===== config.mk =====
export PLATFORM = sky130hd
export DESIGN_NAME = pipeline_hazard_ctrl
export DESIGN_NICKNAME = d
export VERILOG_FILES = /design/src/rtl/drac_pkg.sv /design/src/rtl/reg_scoreboard.sv /design/src/rtl/pipeline_hazard_ctrl.sv
export SDC_FILE = /design/constraint.sdc
export NUM_CORES = 1
export LEC_CHECK = 0
export BUFFER_PORTS_ARGS = -buffer_cell sky130_fd_sc_hd__buf_4
export CAP_MARGIN = 20
export CORE_UTILIZATION = 30
export DETAILED_ROUTE_END_ITERATION = 12
export RECOVER_POWER = 100
export SLEW_MARGIN = 15
export SYNTH_ARGS = -nofsm -noshare
export SYNTH_HDL_FRONTEND = slang
export SYNTH_SLANG_ARGS = --single-unit

===== constraint.sdc =====
create_clock -name clk_i -period 3.3 [get_ports clk_i]
set_input_delay 0.33 -clock clk_i [delete_from_list [all_inputs] [get_ports clk_i]]
set_output_delay 0.33 -clock clk_i [all_outputs]
set_load 0.01 [all_outputs]

===== src/rtl/drac_pkg.sv =====
// Shared types for the DRAC pipeline hazard controller.
//   next_pc_sel_t : fetch next-PC source (PC, PC+4, jump target, trap vector)
//   sel_addr_if_t : jump target source (decode-stage JAL or commit-stage branch)
//   hz_state_t    : exception redirect FSM states
package drac_pkg;

    typedef enum logic [1:0] {
        NEXT_PC_SEL_PC   = 2'd0,
        NEXT_PC_SEL_PC_4 = 2'd1,
        NEXT_PC_SEL_JUMP = 2'd2,
        NEXT_PC_SEL_TRAP = 2'd3
    } next_pc_sel_t;

    typedef enum logic {
        SEL_JUMP_DECODE = 1'b0,
        SEL_JUMP_COMMIT = 1'b1
    } sel_addr_if_t;

    typedef enum logic [1:0] {
        HZ_RUN      = 2'd0,
        HZ_DRAIN    = 2'd1,
        HZ_REDIRECT = 2'd2
    } hz_state_t;

endpackage


===== src/rtl/reg_scoreboard.sv =====
// Register scoreboard: one pending-write bit per architectural register.
// Ports:
//   clk_i, rst_i            clock, async active-high reset (all bits cleared)
//   set_i / set_addr_i      mark a register as having an in-flight write
//   clr_i / clr_addr_i      write-back retires the pending write
//   clr_all_i               drop every pending bit (pipeline flush)
//   rd1/rd2_addr_i, rd1/rd2_o  combinational read ports
// Set beats clear on the same register; register 0 is never marked.
module reg_scoreboard #(
    parameter int unsigned NUM_REGS   = 32,
    parameter int unsigned REG_ADDR_W = 5
) (
    input  logic                  clk_i,
    input  logic                  rst_i,
    input  logic                  set_i,
    input  logic [REG_ADDR_W-1:0] set_addr_i,
    input  logic                  clr_i,
    input  logic [REG_ADDR_W-1:0] clr_addr_i,
    input  logic                  clr_all_i,
    input  logic [REG_ADDR_W-1:0] rd1_addr_i,
    output logic                  rd1_o,
    input  logic [REG_ADDR_W-1:0] rd2_addr_i,
    output logic                  rd2_o
);

    logic [NUM_REGS-1:0] sb_q, sb_d;

    always_comb begin
        sb_d = sb_q;
        if (clr_all_i) begin
            sb_d = '0;
        end else begin
            for (int unsigned i = 0; i < NUM_REGS; i++) begin
                if (clr_i && clr_addr_i == REG_ADDR_W'(i)) sb_d[i] = 1'b0;
                if (set_i && set_addr_i == REG_ADDR_W'(i) && i != 0) sb_d[i] = 1'b1;
            end
        end
    end

    always_comb begin
        rd1_o = 1'b0;
        rd2_o = 1'b0;
        for (int unsigned i = 0; i < NUM_REGS; i++) begin
            if (rd1_addr_i == REG_ADDR_W'(i)) rd1_o = sb_q[i];
            if (rd2_addr_i == REG_ADDR_W'(i)) rd2_o = sb_q[i];
        end
    end

    always_ff @(posedge clk_i or posedge rst_i) begin
        if (rst_i) sb_q <= '0;
        else       sb_q <= sb_d;
    end

endmodule


===== src/rtl/pipeline_hazard_ctrl.sv =====
// Pipeline control unit for the in-order DRAC core.
// Produces per-stage stall/flush vectors, next-PC select and jump source select,
// with RAW interlocks via a register scoreboard, multi-cycle EXE back-pressure and
// an exception FSM (RUN -> DRAIN -> REDIRECT) that waits for memory to go idle
// before steering fetch to the trap vector.
// Ports:
//   clk_i, rst_i                 clock, async active-high reset
//   valid_fetch_i                IF holds a valid instruction
//   id_*                         ID instruction: sources, destination, JAL flag
//   exe_busy_i                   multi-cycle EXE unit still working
//   wb_*                         WB status: write-back, branch resolution, exception
//   mem_pending_i                outstanding data-memory access
//   next_pc_sel_o, sel_addr_if_o fetch steering
//   stall_o, flush_o             per-stage hold / bubble (flush overrides stall)
//   busy_o                       exception sequence in progress
// Optional: define PIPE_HAZARD_PERF_EN to add saturating perf counters
//   perf_raw_stall_o, perf_exe_stall_o, perf_flush_o.
module pipeline_hazard_ctrl
    import drac_pkg::*;
#(
    parameter int unsigned NUM_STAGES = 5,
    parameter int unsigned NUM_REGS   = 32,
    parameter int unsigned REG_ADDR_W = 5,
    parameter bit          WB_BYPASS  = 1'b1
`ifdef PIPE_HAZARD_PERF_EN
    ,
    parameter int unsigned PERF_CNT_W = 32
`endif
) (
    input  logic                  clk_i,
    input  logic                  rst_i,
    input  logic                  valid_fetch_i,
    input  logic                  id_valid_i,
    input  logic [REG_ADDR_W-1:0] id_rs1_i,
    input  logic [REG_ADDR_W-1:0] id_rs2_i,
    input  logic                  id_rs1_used_i,
    input  logic                  id_rs2_used_i,
    input  logic [REG_ADDR_W-1:0] id_rd_i,
    input  logic                  id_rd_we_i,
    input  logic                  id_jal_i,
    input  logic                  exe_busy_i,
    input  logic                  wb_valid_i,
    input  logic [REG_ADDR_W-1:0] wb_rd_i,
    input  logic                  wb_rd_we_i,
    input  logic                  wb_change_pc_i,
    input  logic                  wb_branch_taken_i,
    input  logic                  wb_xcpt_i,
    input  logic                  mem_pending_i,
    output next_pc_sel_t          next_pc_sel_o,
    output sel_addr_if_t          sel_addr_if_o,
    output logic [NUM_STAGES-1:0] stall_o,
    output logic [NUM_STAGES-1:0] flush_o,
    output logic                  busy_o
`ifdef PIPE_HAZARD_PERF_EN
    ,
    output logic [PERF_CNT_W-1:0] perf_raw_stall_o,
    output logic [PERF_CNT_W-1:0] perf_exe_stall_o,
    output logic [PERF_CNT_W-1:0] perf_flush_o
`endif
);

    hz_state_t state_q, state_d;

    logic trap, redirect_br, wb_wr, raw1, raw2, raw;
    logic rs1_pend, rs2_pend;
    logic sb_set, sb_clr_all;
    logic raw_taken, exe_taken, redirect_evt;

    reg_scoreboard #(
        .NUM_REGS  (NUM_REGS),
        .REG_ADDR_W(REG_ADDR_W)
    ) u_scoreboard (
        .clk_i     (clk_i),
        .rst_i     (rst_i),
        .set_i     (sb_set),
        .set_addr_i(id_rd_i),
        .clr_i     (wb_wr),
        .clr_addr_i(wb_rd_i),
        .clr_all_i (sb_clr_all),
        .rd1_addr_i(id_rs1_i),
        .rd1_o     (rs1_pend),
        .rd2_addr_i(id_rs2_i),
        .rd2_o     (rs2_pend)
    );

    always_comb begin
        trap        = wb_valid_i & wb_xcpt_i;
        redirect_br = wb_valid_i & wb_change_pc_i & wb_branch_taken_i & ~wb_xcpt_i;
        wb_wr       = wb_valid_i & wb_rd_we_i;
        // A result being written back this cycle is forwarded, so no interlock.
        raw1 = id_rs1_used_i && (id_rs1_i != '0) && rs1_pend &&
               !(WB_BYPASS && wb_wr && (wb_rd_i == id_rs1_i));
        raw2 = id_rs2_used_i && (id_rs2_i != '0) && rs2_pend &&
               !(WB_BYPASS && wb_wr && (wb_rd_i == id_rs2_i));
        raw  = raw1 | raw2;
    end

    always_comb begin
        state_d       = state_q;
        stall_o       = '0;
        flush_o       = '0;
        next_pc_sel_o = NEXT_PC_SEL_PC;
        sel_addr_if_o = SEL_JUMP_COMMIT;
        busy_o        = (state_q != HZ_RUN);
        sb_set        = 1'b0;
        sb_clr_all    = 1'b0;
        raw_taken     = 1'b0;
        exe_taken     = 1'b0;
        redirect_evt  = 1'b0;

        unique case (state_q)
            HZ_RUN: begin
                if (trap) begin
                    flush_o[NUM_STAGES-2:0] = '1;
                    sb_clr_all              = 1'b1;
                    redirect_evt            = 1'b1;
                    state_d                 = HZ_DRAIN;
                end else if (redirect_br) begin
                    flush_o[NUM_STAGES-2:0] = '1;
                    sb_clr_all              = 1'b1;
                    redirect_evt            = 1'b1;
                    next_pc_sel_o           = NEXT_PC_SEL_JUMP;
                end else if (exe_busy_i) begin
                    stall_o[NUM_STAGES-2:0] = '1;
                    flush_o[NUM_STAGES-1]   = 1'b1;
                    exe_taken               = 1'b1;
                end else if (raw) begin
                    stall_o[1:0] = 2'b11;
                    flush_o[2]   = 1'b1;
                    raw_taken    = 1'b1;
                end else begin
                    // ID instruction advances: record its destination as pending.
                    sb_set = id_valid_i & id_rd_we_i & (id_rd_i != '0);
                    if (id_valid_i && id_jal_i) begin
                        flush_o[0]    = 1'b1;
                        next_pc_sel_o = NEXT_PC_SEL_JUMP;
                        sel_addr_if_o = SEL_JUMP_DECODE;
                        redirect_evt  = 1'b1;
                    end else begin
                        next_pc_sel_o = valid_fetch_i ? NEXT_PC_SEL_PC_4 : NEXT_PC_SEL_PC;
                    end
                end
            end
            HZ_DRAIN: begin
                // Hold fetch, keep bubbles flowing until memory goes idle.
                stall_o[0]              = 1'b1;
                flush_o[NUM_STAGES-1:1] = '1;
                if (!mem_pending_i) state_d = HZ_REDIRECT;
            end
            HZ_REDIRECT: begin
                next_pc_sel_o           = NEXT_PC_SEL_TRAP;
                flush_o[NUM_STAGES-1:1] = '1;
                state_d                 = HZ_RUN;
            end
            default: state_d = HZ_RUN;
        endcase

        if (rst_i) begin
            stall_o       = '0;
            flush_o       = '1;
            next_pc_sel_o = NEXT_PC_SEL_PC;
            sel_addr_if_o = SEL_JUMP_COMMIT;
            busy_o        = 1'b0;
        end
    end

    always_ff @(posedge clk_i or posedge rst_i) begin
        if (rst_i) state_q <= HZ_RUN;
        else       state_q <= state_d;
    end

`ifdef PIPE_HAZARD_PERF_EN
    logic [PERF_CNT_W-1:0] raw_cnt_q, exe_cnt_q, flush_cnt_q;

    always_ff @(posedge clk_i or posedge rst_i) begin
        if (rst_i) begin
            raw_cnt_q   <= '0;
            exe_cnt_q   <= '0;
            flush_cnt_q <= '0;
        end else begin
            if (raw_taken && raw_cnt_q != '1)      raw_cnt_q   <= raw_cnt_q + 1'b1;
            if (exe_taken && exe_cnt_q != '1)      exe_cnt_q   <= exe_cnt_q + 1'b1;
            if (redirect_evt && flush_cnt_q != '1) flush_cnt_q <= flush_cnt_q + 1'b1;
        end
    end

    assign perf_raw_stall_o = raw_cnt_q;
    assign perf_exe_stall_o = exe_cnt_q;
    assign perf_flush_o     = flush_cnt_q;
`else
    logic unused_perf;
    assign unused_perf = raw_taken ^ exe_taken ^ redirect_evt;
`endif

endmodule


==> flow_summary.json <==
{
  "die_y_um": 107,
  "gp_routability_congestion": 0.878,
  "dr_wl_met3_um": 692,
  "h-tree-depth": 2,
  "worstPathRequired_ns": 2.97,
  "finalNonFillerCells": 624,
  "cpPeakStageDelay_ns": 0.46,
  "root_buffer": "clkbuf_8",
  "highest_layer": "met4",
  "nets": 522,
  "core_um2": 10800,
  "ys_async_sr_fraction_pct": 100,
  "grt_pass1_vias": 3486,
  "cts_buffers": 5,
  "final_common_cell": "nand2_1",
  "clk-insertion-delay-late_ns": 0.28,
  "outcome": "complete, no violations",
  "mostFrequentLayoutCells": "nand2_1, nand3_1, o21ai_0",
  "synth_edf_count": 0,
  "syn_area_um2": 3330,
  "diodes": 0,
  "synth_compound_area_share_pct": 23.1,
  "ys_warn_count": 0,
  "port_buffers": 47,
  "hold_slack_ns": 0.152,
  "fin_crit_sh_pct": 95.0,
  "final.min_clock_period_ns": 3.13,
  "syn_nets": 499,
  "hp-class": "input pin to async pin",
  "ant_nets": 0,
  "arrival_ns": 2.80,
  "tightestPinTransition_ns": 0.784,
  "fillCellCount": 1211,
  "place_inst": 616,
  "drt_first_iter_violations": 178,
  "cpMaxStageDelayCell": "or4b_1",
  "fin_setup_tns_ns": 0,
  "cap_violations": 0,
  "die_area_um2": 11500,
  "num_rows": 38,
  "synth_adder_area_share_pct": 1.50,
  "seq_area_frac_synth_pct": 24.8,
  "synthMuxAreaShare_pct": 4.62,
  "start_util_pct": 30.7,
  "rsz0062_at_grt": "no",
  "wl_per_cell_um": 17.8,
  "vias": 3611,
  "ys_ff_latch": 33,
  "synth-xor-area-share_pct": 2.63,
  "max_slew_margin_pct": 47.6,
  "yosys_most_used_dff": "dfrtp_1",
  "setup_viol": 0,
  "rrSetupSlack_ns": 0.33,
  "area_growth_syn_to_layout_pct": 12.6,
  "grt_usage_pct": 20.1,
  "holdBufCountCts": 0,
  "p_total_mw": 1.24,
  "drc": 0,
  "end_kind": "primary output",
  "crit_type": "flop to primary output",
  "worstPathCellList": "mux2_2 > o21ai_1 > or4b_1 > a31oi_1 > a211o_1 > a41o_1 > nand4b_4 > or2_2 > buf_4",
  "syn_avg_cell_area_um2": 7.24,
  "vdd_drop_max_mv": 0.261,
  "grt_max_degree": 41,
  "yosys.area_share.simple_pct": 36.2,
  "hold_viol": 0,
  "clock-sinks": 33,
  "overflow": 0,
  "grt_pass1_wl_um": 18100,
  "p_leak_nw": 1.40,
  "first_pass_iters": 4,
  "wl_met2_um": 5130,
  "synth_cell_types": 64,
  "fin_skew_ns": 0.00322,
  "syn_inst": 460,
  "max_freq_mhz": 319,
  "antenna_found_initial": 0,
  "routed_via_density": 5.79,
  "cts_tree": "yes",
  "dp_hpwl_um": 8340,
  "power_density_nw_per_um2": 331,
  "synth_top_family_by_area": "simple AND/OR/NAND/NOR gates",
  "drv_slew": 0,
  "ios": 49,
  "worstSetupStartpointType": "flop",
  "clk_pin_slew_ns": 0.06,
  "layout-drive-gt1-share_pct": 13.8,
  "wirelength_um": 11100,
  "met1_length_um": 4990,
  "ctsLongestPathBuffers": 2,
  "cp_max_fo": 7,
  "fp.dieW_um": 107
}
[flip-flops by register name, summed over array words and instances (netlist names)]
| register | cells |
|---|---|
| state_q | 2 |
| u_scoreboard.sb_q | 31 |
[worst max-delay path: cells and delay by family (launching register included)]
family	cells	cell delay (ns)
DFF	1	0.44
AOI/OAI and AO/OA	4	0.70
muxes	1	0.29
and+or+nand+nor	3	0.95
buffers and inverters	1	0.14
[per-stage QoR]
step / utilization (%) / worst slack, ns / instance area (um2)
final: 34.6 / 0.166 / 3750
after floorplan: - / 0.595 / 3330
after CTS: 35.0 / 0.112 / 3790
after global placement: 34.2 / 0.259 / 3710
after detailed placement: 34.2 / 0.243 / 3710
after global routing: 34.6 / 0.00223 / 3750
[layout make-up]
cell class / instances / area [um2] / area share [%]
Timing Repair Buffer: 54 / 365 / 9.74
Sequential cell: 33 / 826 / 22.0
Inverter: 9 / 33.8 / 0.901
Clock buffer: 8 / 80.1 / 2.13
Tap cell: 140 / 175 / 4.67
Multi-Input combinational cell: 380 / 2270 / 60.5
[report_power, final]
part | internal (mW) | leakage (nW) | switching, mW | total, mW
Sequential | 0.423 | 0.458 | 0.0216 | 0.445
Clock | 0.150 | 0.0395 | 0.137 | 0.287
Combinational | 0.190 | 0.906 | 0.320 | 0.511
Total | 0.763 | 1.40 | 0.479 | 1.24
[cells by family after synthesis]
group	Yosys count
AND/OR/NAND/NOR	236
AO/OA/AOI/OAI	117
buffers and inverters	47
flip-flops	33
multiplexers	12
XOR/XNOR	10
adder cells (fa/ha/maj)	4
other	1
[path summary, 6_finish.rpt]
| kind | startpoint | endpoint | cells past startpoint |
|---|---|---|---|
| worst max-delay path | u_scoreboard.sb_q[14] | sel_addr_if_o | 9 |
| min in group clk_i | mem_pending_i | state_q[0] | 3 |
| worst min register to register | u_scoreboard.sb_q[30] | u_scoreboard.sb_q[30] | 2 |
| worst min-delay path | rst_i | state_q[1] | 3 |
| worst max register to register | u_scoreboard.sb_q[14] | u_scoreboard.sb_q[20] | 9 |
| max in group asynchronous | rst_i | u_scoreboard.sb_q[11] | 3 |
[synth_stat cells (4+ instances only)]
| master | count | area [um2] |
|---|---|---|
| o41ai_1 | 4 | 35.0 |
| nand2b_1 | 10 | 62.6 |
| o21ai_0 | 46 | 230 |
| nor3_1 | 9 | 45.0 |
| ha_1 | 4 | 50.1 |
| nand2_1 | 63 | 236 |
| nor2b_1 | 18 | 113 |
| nand4_1 | 8 | 50.1 |
| nand3_1 | 58 | 290 |
| o2111ai_1 | 4 | 35.0 |
| buf_2 | 7 | 35.0 |
| xnor2_1 | 8 | 70.1 |
| o221ai_1 | 4 | 35.0 |
| dfrtp_1 | 33 | 826 |
| buf_4 | 5 | 37.5 |
| nor2_1 | 34 | 128 |
| a21o_1 | 5 | 37.5 |
| o211ai_1 | 7 | 52.6 |
| and2_1 | 5 | 31.3 |
| a21oi_1 | 10 | 50.1 |
| mux2_2 | 7 | 78.8 |
| nor3b_1 | 7 | 52.6 |
| clkbuf_1 | 19 | 71.3 |
| or2_2 | 5 | 31.3 |
| a31oi_1 | 7 | 43.8 |
| inv_1 | 8 | 30.0 |
| buf_6 | 4 | 45.0 |
[per-layer routing]
metal / track usage, % / vias to the layer above
li1: - / 1717
met1: 27.3 / 1733
met2: 32.9 / 141
met3: 2.06 / 20
met4: 7.44 / 0
met5: 0 / -
[what timing repair did]
action / CTS / global route
setup endpoints to repair: 0 / 1
setup buffers: 0 / 0
resized for setup: 0 / 1
No activity file was read; power rests on OpenSTA's default activity.
